==> src/rtl/memory_writeback_if.sv <==
`default_nettype none
// +----------------------------------------------------------------------------+
// | memory_writeback_if : MEM/WB stage inputs, control and writeback outputs    |
// | Revision 1.0                                                               |
// +----------------------------------------------------------------------------+
interface memory_writeback_if;
  logic        stall;
  logic        flush;
  logic        valid_in;
  logic        RegWrite_in;
  logic        FRegWrite_in;
  logic [1:0]  ResultSrc_in;
  logic [4:0]  rd_in;
  logic [31:0] muxpal_result_in;
  logic [31:0] ReadData_in;
  logic [31:0] PCPlus4_in;
  logic [31:0] ImmExt_in;

  logic        valid_wb;
  logic [4:0]  rd_wb;
  logic [31:0] Result_wb;
  logic        RegWrite_wb;
  logic        FRegWrite_wb;
  logic        conflict_err;
  logic [63:0] instret;

  modport master (
    output stall, flush, valid_in, RegWrite_in, FRegWrite_in, ResultSrc_in,
           rd_in, muxpal_result_in, ReadData_in, PCPlus4_in, ImmExt_in,
    input  valid_wb, rd_wb, Result_wb, RegWrite_wb, FRegWrite_wb,
           conflict_err, instret
  );

  modport slave (
    input  stall, flush, valid_in, RegWrite_in, FRegWrite_in, ResultSrc_in,
           rd_in, muxpal_result_in, ReadData_in, PCPlus4_in, ImmExt_in,
    output valid_wb, rd_wb, Result_wb, RegWrite_wb, FRegWrite_wb,
           conflict_err, instret
  );
endinterface
`default_nettype wire

==> src/rtl/memory_writeback.sv <==
`default_nettype none
// +----------------------------------------------------------------------------+
// | memory_writeback : MEM/WB pipeline register, result select, RF write steer |
// | Optional retired counter via macro MEMORY_WRITEBACK_INSTRET_EN             |
// | Revision 1.0                                                               |
// +----------------------------------------------------------------------------+
module memory_writeback (
  input  wire logic         clk,
  input  wire logic         reset,
  memory_writeback_if.slave bus
);

  localparam logic [1:0] C_SRC_ALU  = 2'b00;
  localparam logic [1:0] C_SRC_LOAD = 2'b01;
  localparam logic [1:0] C_SRC_PC4  = 2'b10;

  logic        valid_q,     valid_d;
  logic        regwrite_q,  regwrite_d;
  logic        fregwrite_q, fregwrite_d;
  logic [1:0]  src_q,       src_d;
  logic [4:0]  rd_q,        rd_d;
  logic [31:0] alu_q,       alu_d;
  logic [31:0] load_q,      load_d;
  logic [31:0] pc4_q,       pc4_d;
  logic [31:0] imm_q,       imm_d;
  logic        conflict_q,  conflict_d;

  always_comb begin
    valid_d     = valid_q;
    regwrite_d  = regwrite_q;
    fregwrite_d = fregwrite_q;
    src_d       = src_q;
    rd_d        = rd_q;
    alu_d       = alu_q;
    load_d      = load_q;
    pc4_d       = pc4_q;
    imm_d       = imm_q;
    if (bus.flush) begin
      // Bubble only kills the control bits; data fields are left as they were.
      valid_d     = 1'b0;
      regwrite_d  = 1'b0;
      fregwrite_d = 1'b0;
    end else if (!bus.stall) begin
      valid_d     = bus.valid_in;
      regwrite_d  = bus.RegWrite_in;
      fregwrite_d = bus.FRegWrite_in;
      src_d       = bus.ResultSrc_in;
      rd_d        = bus.rd_in;
      alu_d       = bus.muxpal_result_in;
      load_d      = bus.ReadData_in;
      pc4_d       = bus.PCPlus4_in;
      imm_d       = bus.ImmExt_in;
    end
    conflict_d = conflict_q | (valid_q & regwrite_q & fregwrite_q);
  end

  always_ff @(posedge clk) begin
    if (reset) begin
      valid_q     <= 1'b0;
      regwrite_q  <= 1'b0;
      fregwrite_q <= 1'b0;
      src_q       <= 2'b00;
      rd_q        <= 5'd0;
      alu_q       <= 32'd0;
      load_q      <= 32'd0;
      pc4_q       <= 32'd0;
      imm_q       <= 32'd0;
      conflict_q  <= 1'b0;
    end else begin
      valid_q     <= valid_d;
      regwrite_q  <= regwrite_d;
      fregwrite_q <= fregwrite_d;
      src_q       <= src_d;
      rd_q        <= rd_d;
      alu_q       <= alu_d;
      load_q      <= load_d;
      pc4_q       <= pc4_d;
      imm_q       <= imm_d;
      conflict_q  <= conflict_d;
    end
  end

  always_comb begin
    case (src_q)
      C_SRC_ALU:  bus.Result_wb = alu_q;
      C_SRC_LOAD: bus.Result_wb = load_q;
      C_SRC_PC4:  bus.Result_wb = pc4_q;
      default:    bus.Result_wb = imm_q;
    endcase
  end

  // FP write takes precedence; x0 is never written on the integer side.
  assign bus.RegWrite_wb  = valid_q & regwrite_q & ~fregwrite_q & (rd_q != 5'd0);
  assign bus.FRegWrite_wb = valid_q & fregwrite_q;
  assign bus.valid_wb     = valid_q;
  assign bus.rd_wb        = rd_q;
  assign bus.conflict_err = conflict_q;

`ifdef MEMORY_WRITEBACK_INSTRET_EN
  logic [63:0] instret_q;

  always_ff @(posedge clk) begin
    if (reset) begin
      instret_q <= 64'd0;
    end else if (!bus.stall && valid_q) begin
      instret_q <= instret_q + 64'd1;
    end
  end

  assign bus.instret = instret_q;
`else
  assign bus.instret = 64'd0;
`endif

endmodule
`default_nettype wire
==> src/flat_wrapper.sv <==
// flat-port wrapper written by rule: the top's interface ports become plain ports
module memory_writeback_flat 
  (clk, reset, bus_stall, bus_flush, bus_valid_in, bus_RegWrite_in, bus_FRegWrite_in, bus_ResultSrc_in, bus_rd_in, bus_muxpal_result_in, bus_ReadData_in, bus_PCPlus4_in, bus_ImmExt_in, bus_valid_wb, bus_rd_wb, bus_Result_wb, bus_RegWrite_wb, bus_FRegWrite_wb, bus_conflict_err, bus_instret);
  memory_writeback_if bus_i ();
  input  wire logic clk;
  input  wire logic reset;
  input wire logic [$bits(bus_i.stall)-1:0] bus_stall;
  input wire logic [$bits(bus_i.flush)-1:0] bus_flush;
  input wire logic [$bits(bus_i.valid_in)-1:0] bus_valid_in;
  input wire logic [$bits(bus_i.RegWrite_in)-1:0] bus_RegWrite_in;
  input wire logic [$bits(bus_i.FRegWrite_in)-1:0] bus_FRegWrite_in;
  input wire logic [$bits(bus_i.ResultSrc_in)-1:0] bus_ResultSrc_in;
  input wire logic [$bits(bus_i.rd_in)-1:0] bus_rd_in;
  input wire logic [$bits(bus_i.muxpal_result_in)-1:0] bus_muxpal_result_in;
  input wire logic [$bits(bus_i.ReadData_in)-1:0] bus_ReadData_in;
  input wire logic [$bits(bus_i.PCPlus4_in)-1:0] bus_PCPlus4_in;
  input wire logic [$bits(bus_i.ImmExt_in)-1:0] bus_ImmExt_in;
  output wire logic [$bits(bus_i.valid_wb)-1:0] bus_valid_wb;
  output wire logic [$bits(bus_i.rd_wb)-1:0] bus_rd_wb;
  output wire logic [$bits(bus_i.Result_wb)-1:0] bus_Result_wb;
  output wire logic [$bits(bus_i.RegWrite_wb)-1:0] bus_RegWrite_wb;
  output wire logic [$bits(bus_i.FRegWrite_wb)-1:0] bus_FRegWrite_wb;
  output wire logic [$bits(bus_i.conflict_err)-1:0] bus_conflict_err;
  output wire logic [$bits(bus_i.instret)-1:0] bus_instret;
  assign bus_i.stall = bus_stall;
  assign bus_i.flush = bus_flush;
  assign bus_i.valid_in = bus_valid_in;
  assign bus_i.RegWrite_in = bus_RegWrite_in;
  assign bus_i.FRegWrite_in = bus_FRegWrite_in;
  assign bus_i.ResultSrc_in = bus_ResultSrc_in;
  assign bus_i.rd_in = bus_rd_in;
  assign bus_i.muxpal_result_in = bus_muxpal_result_in;
  assign bus_i.ReadData_in = bus_ReadData_in;
  assign bus_i.PCPlus4_in = bus_PCPlus4_in;
  assign bus_i.ImmExt_in = bus_ImmExt_in;
  assign bus_valid_wb = bus_i.valid_wb;
  assign bus_rd_wb = bus_i.rd_wb;
  assign bus_Result_wb = bus_i.Result_wb;
  assign bus_RegWrite_wb = bus_i.RegWrite_wb;
  assign bus_FRegWrite_wb = bus_i.FRegWrite_wb;
  assign bus_conflict_err = bus_i.conflict_err;
  assign bus_instret = bus_i.instret;
  memory_writeback u_core (.clk(clk), .reset(reset), .bus(bus_i));
endmodule
==> config.mk <==
export PLATFORM = sky130hd
export DESIGN_NAME = memory_writeback_flat
export DESIGN_NICKNAME = d
export VERILOG_FILES = /design/src/rtl/memory_writeback_if.sv /design/src/rtl/memory_writeback.sv /design/src/flat_wrapper.sv
export SDC_FILE = /design/constraint.sdc
export NUM_CORES = 1
export LEC_CHECK = 0
export ABC_AREA = 1
export CAP_MARGIN = 30
export CORE_MARGIN = 1
export CORE_UTILIZATION = 30
export CTS_CLUSTER_SIZE = 12
export DETAILED_ROUTE_END_ITERATION = 8
export GPL_ROUTABILITY_DRIVEN = 1
export SKIP_CTS_REPAIR_TIMING = 1
export SLEW_MARGIN = 20
export SYNTH_ARGS = -nofsm -noshare
export SYNTH_HDL_FRONTEND = slang
export SYNTH_SLANG_ARGS = --single-unit
==> constraint.sdc <==
create_clock -name clk -period 1.7 [get_ports clk]
set_clock_uncertainty 0.05 [all_clocks]
set_input_delay 0.425 -clock clk [delete_from_list [all_inputs] [get_ports clk]]
set_output_delay 0.425 -clock clk [all_outputs]
set_load 0.02 [all_outputs]
==> impl_metrics.json <==
{
  "cts_root_buffer": "clkbuf_16",
  "hold_path_class": "in2reg",
  "synth.distinct_cells": 19,
  "cpPeakStageDelay_ns": 0.34,
  "violations": "setup timing",
  "seq_area_frac_synth_pct": 43.1,
  "final_cell_count_no_fill": 1326,
  "num-nets-final": 1179,
  "grt.total_usage_pct": 18.7,
  "whs_ns": 0.309,
  "crit_type": "reg2out",
  "endpoint_kind": "output port",
  "slew_violations": 0,
  "fp.coreArea_um2": 21000,
  "cts_tree": "built",
  "start_util_pct": 30.7,
  "gp_congestion": 0.823,
  "yosys.area.top_type": "dfxtp_1",
  "synth_simple_gate_area_share_pct": 31.9,
  "r2r_cells": 3,
  "drtIter0Drc": 494,
  "status": "complete, but fails checks",
  "yosysTopAreaCellShare_pct": 43.1,
  "multi_input_area_um2": 3080,
  "post-route-min-period_ns": 2.10,
  "synth_mux_area_share_pct": 0,
  "drc": 0,
  "p_leak_uw": 0.00383,
  "crit_path_frequent_cell": "buf_12",
  "final_common_cell": "nor2_1",
  "viasPerCell": 4.89,
  "layout-drive-gt1-share_pct": 13.5,
  "wl_per_cell_um": 16.1,
  "numPortBuffers": 182,
  "die-area_um2": 22100,
  "path_clk_slew_ns": 0.06,
  "cp_max_fo": 5,
  "htreeDepth": 4,
  "drv_cap": 0,
  "finalSetupViolCount": 32,
  "fin_util_pct": 43.9,
  "ys.warnings.count": 0,
  "max_freq_ghz": 0.477,
  "chipHeight_um": 149,
  "start_kind": "register",
  "synthTopCellsByArea": "dfxtp_1 (43%), nor3_1 (10%), nor2_1 (8.5%)",
  "grt_max_degree": 76,
  "dpl.hpwl_um": 13500,
  "drt-total-wl_um": 21300,
  "synthCells": 879,
  "antenna_found_initial": 1,
  "cp_top_family": "buffers and inverters",
  "synth_top_family_by_area": "simple AND/OR/NAND/NOR gates",
  "synth_xor_area_share_pct": 0,
  "io_pins": 247,
  "critPathRequiredTime_ns": 1.22,
  "clk_latency_ns": 0.42,
  "nFillCells": 2133,
  "crit_buf_inv": 4,
  "rsz0062_at_grt": "yes",
  "clockBufferDepth": 2,
  "hold_viol_final": 0,
  "cts_made_buffers": 17,
  "min_path_cells": 3,
  "crit_cells": 7,
  "dp_cells": 1286,
  "area_growth_pct": 43.0,
  "grt_pass1_vias": 5944,
  "regArea_um2": 2790,
  "die_w_um": 149,
  "netlist_area_um2": 6450,
  "antenna_left": 0,
  "synthAdderAreaFrac_pct": 0,
  "grt_pass1_wl_um": 32100,
  "num_rows": 53,
  "cts.sinks": 139,
  "drtPass1Iterations": 5,
  "arrival_ns": 1.62,
  "timing.final.crit_share_pct": 123,
  "syn_avg_cell_area_um2": 7.34,
  "setup_ws_ns": -0.396,
  "final_cell_mix": "nor2_1 (144), clkdlybuf4s50_1 (139), nor3_1 (135), dfxtp_1 (133), o21ai_0 (97)",
  "powerDensity_nw_per_um2": 987,
  "cpMaxStageDelayCell": "dfxtp_2",
  "synth_compound_area_share_pct": 10.8,
  "grt_overflow_total": 0,
  "crit_chain": "buf_12 > nor2_4 > buf_12 > clkbuf_16 > nand2_2 > nand4_1 > buf_4",
  "synth-seq-cells": 139,
  "num_vias": 6482,
  "ir_drop_mv": 0.609
}
cell type report:
class | count | share of cell area [%]
clock inverter | 15 | 1.89
tap | 275 | 3.73
antenna | 1 | 0.0271
timing repair buffer | 222 | 25.8
sequential | 139 | 30.3
clock buffer | 17 | 4.61
inverter | 7 | 0.299
multi-input combinational | 650 | 33.4
per-layer routing:
metal / wire (um) / GRT usage [%]
met1: 9650 / 24.8
met2: 9930 / 28.5
met3: 1480 / 5.95
met4: 283 / 6.29
met5: 0 / 0
worst reg2reg max path, cell delays in order, from the launching register on:
cell	delay, ns
dfxtp_2	0.43
buf_12	0.20
o21ai_0	0.12
nor2_1	0.18
cell usage after synthesis:
master	count
a21oi_1	1
buf_1	7
buf_2	24
buf_4	67
buf_6	7
clkbuf_1	41
conb_1	1
dfxtp_1	139
inv_1	6
inv_2	1
nand2_1	35
nand3_1	97
nand3b_1	1
nand4_1	32
nor2_1	146
nor2_4	1
nor3_1	135
o21ai_0	97
o21ai_1	41
stage by stage:
step / area, um^2 / TNS [ns] / power [uW] / setup slack, ns
after global placement: 8440 / -12.89 / 5230 / -0.434
after floorplan: 6690 / 0 / 4550 / 0.115
after CTS: 9040 / -28.56 / 9090 / -0.854
after global routing: 9220 / -13.48 / 9470 / -0.456
after detailed placement: 8440 / -11.51 / 5230 / -0.384
final: 9220 / -11.51 / 9100 / -0.396
flip-flops by register name, summed over array words and instances (netlist names):
| name | flops |
|---|---|
| u_core.bus.conflict_err | 1 |
| u_core.load_q | 32 |
| u_core.regwrite_q | 1 |
| u_core.fregwrite_q | 1 |
| u_core.pc4_q | 32 |
| u_core.bus.valid_wb | 1 |
| u_core.src_q | 2 |
| u_core.bus.rd_wb | 5 |
| u_core.alu_q | 32 |
| u_core.imm_q | 32 |
path summary, 6_finish.rpt:
check,from,end,slack [ns]
max,u_core.src_q[0],bus_Result_wb[24],-0.40
min,bus_stall,u_core.pc4_q[24],0.31
max reg2reg,u_core.src_q[1],u_core.src_q[1],0.63
min reg2reg,u_core.bus.conflict_err,u_core.bus.conflict_err,0.39
where the power goes:
group          internal, uW  switching [uW]
Combinational           757             898
Clock                  2310            1530
Sequential             3480             127
Total                  6540            2560
cells by family (layout without fill, tap and decap cells):
logic type             after synthesis  count (layout)
other                                1              65
and+or+nand+nor                    447             447
DFF                                139             139
AOI/OAI and AO/OA                  139             139
buffers and inverters              153             261
Power figures use the tool's default switching activity.
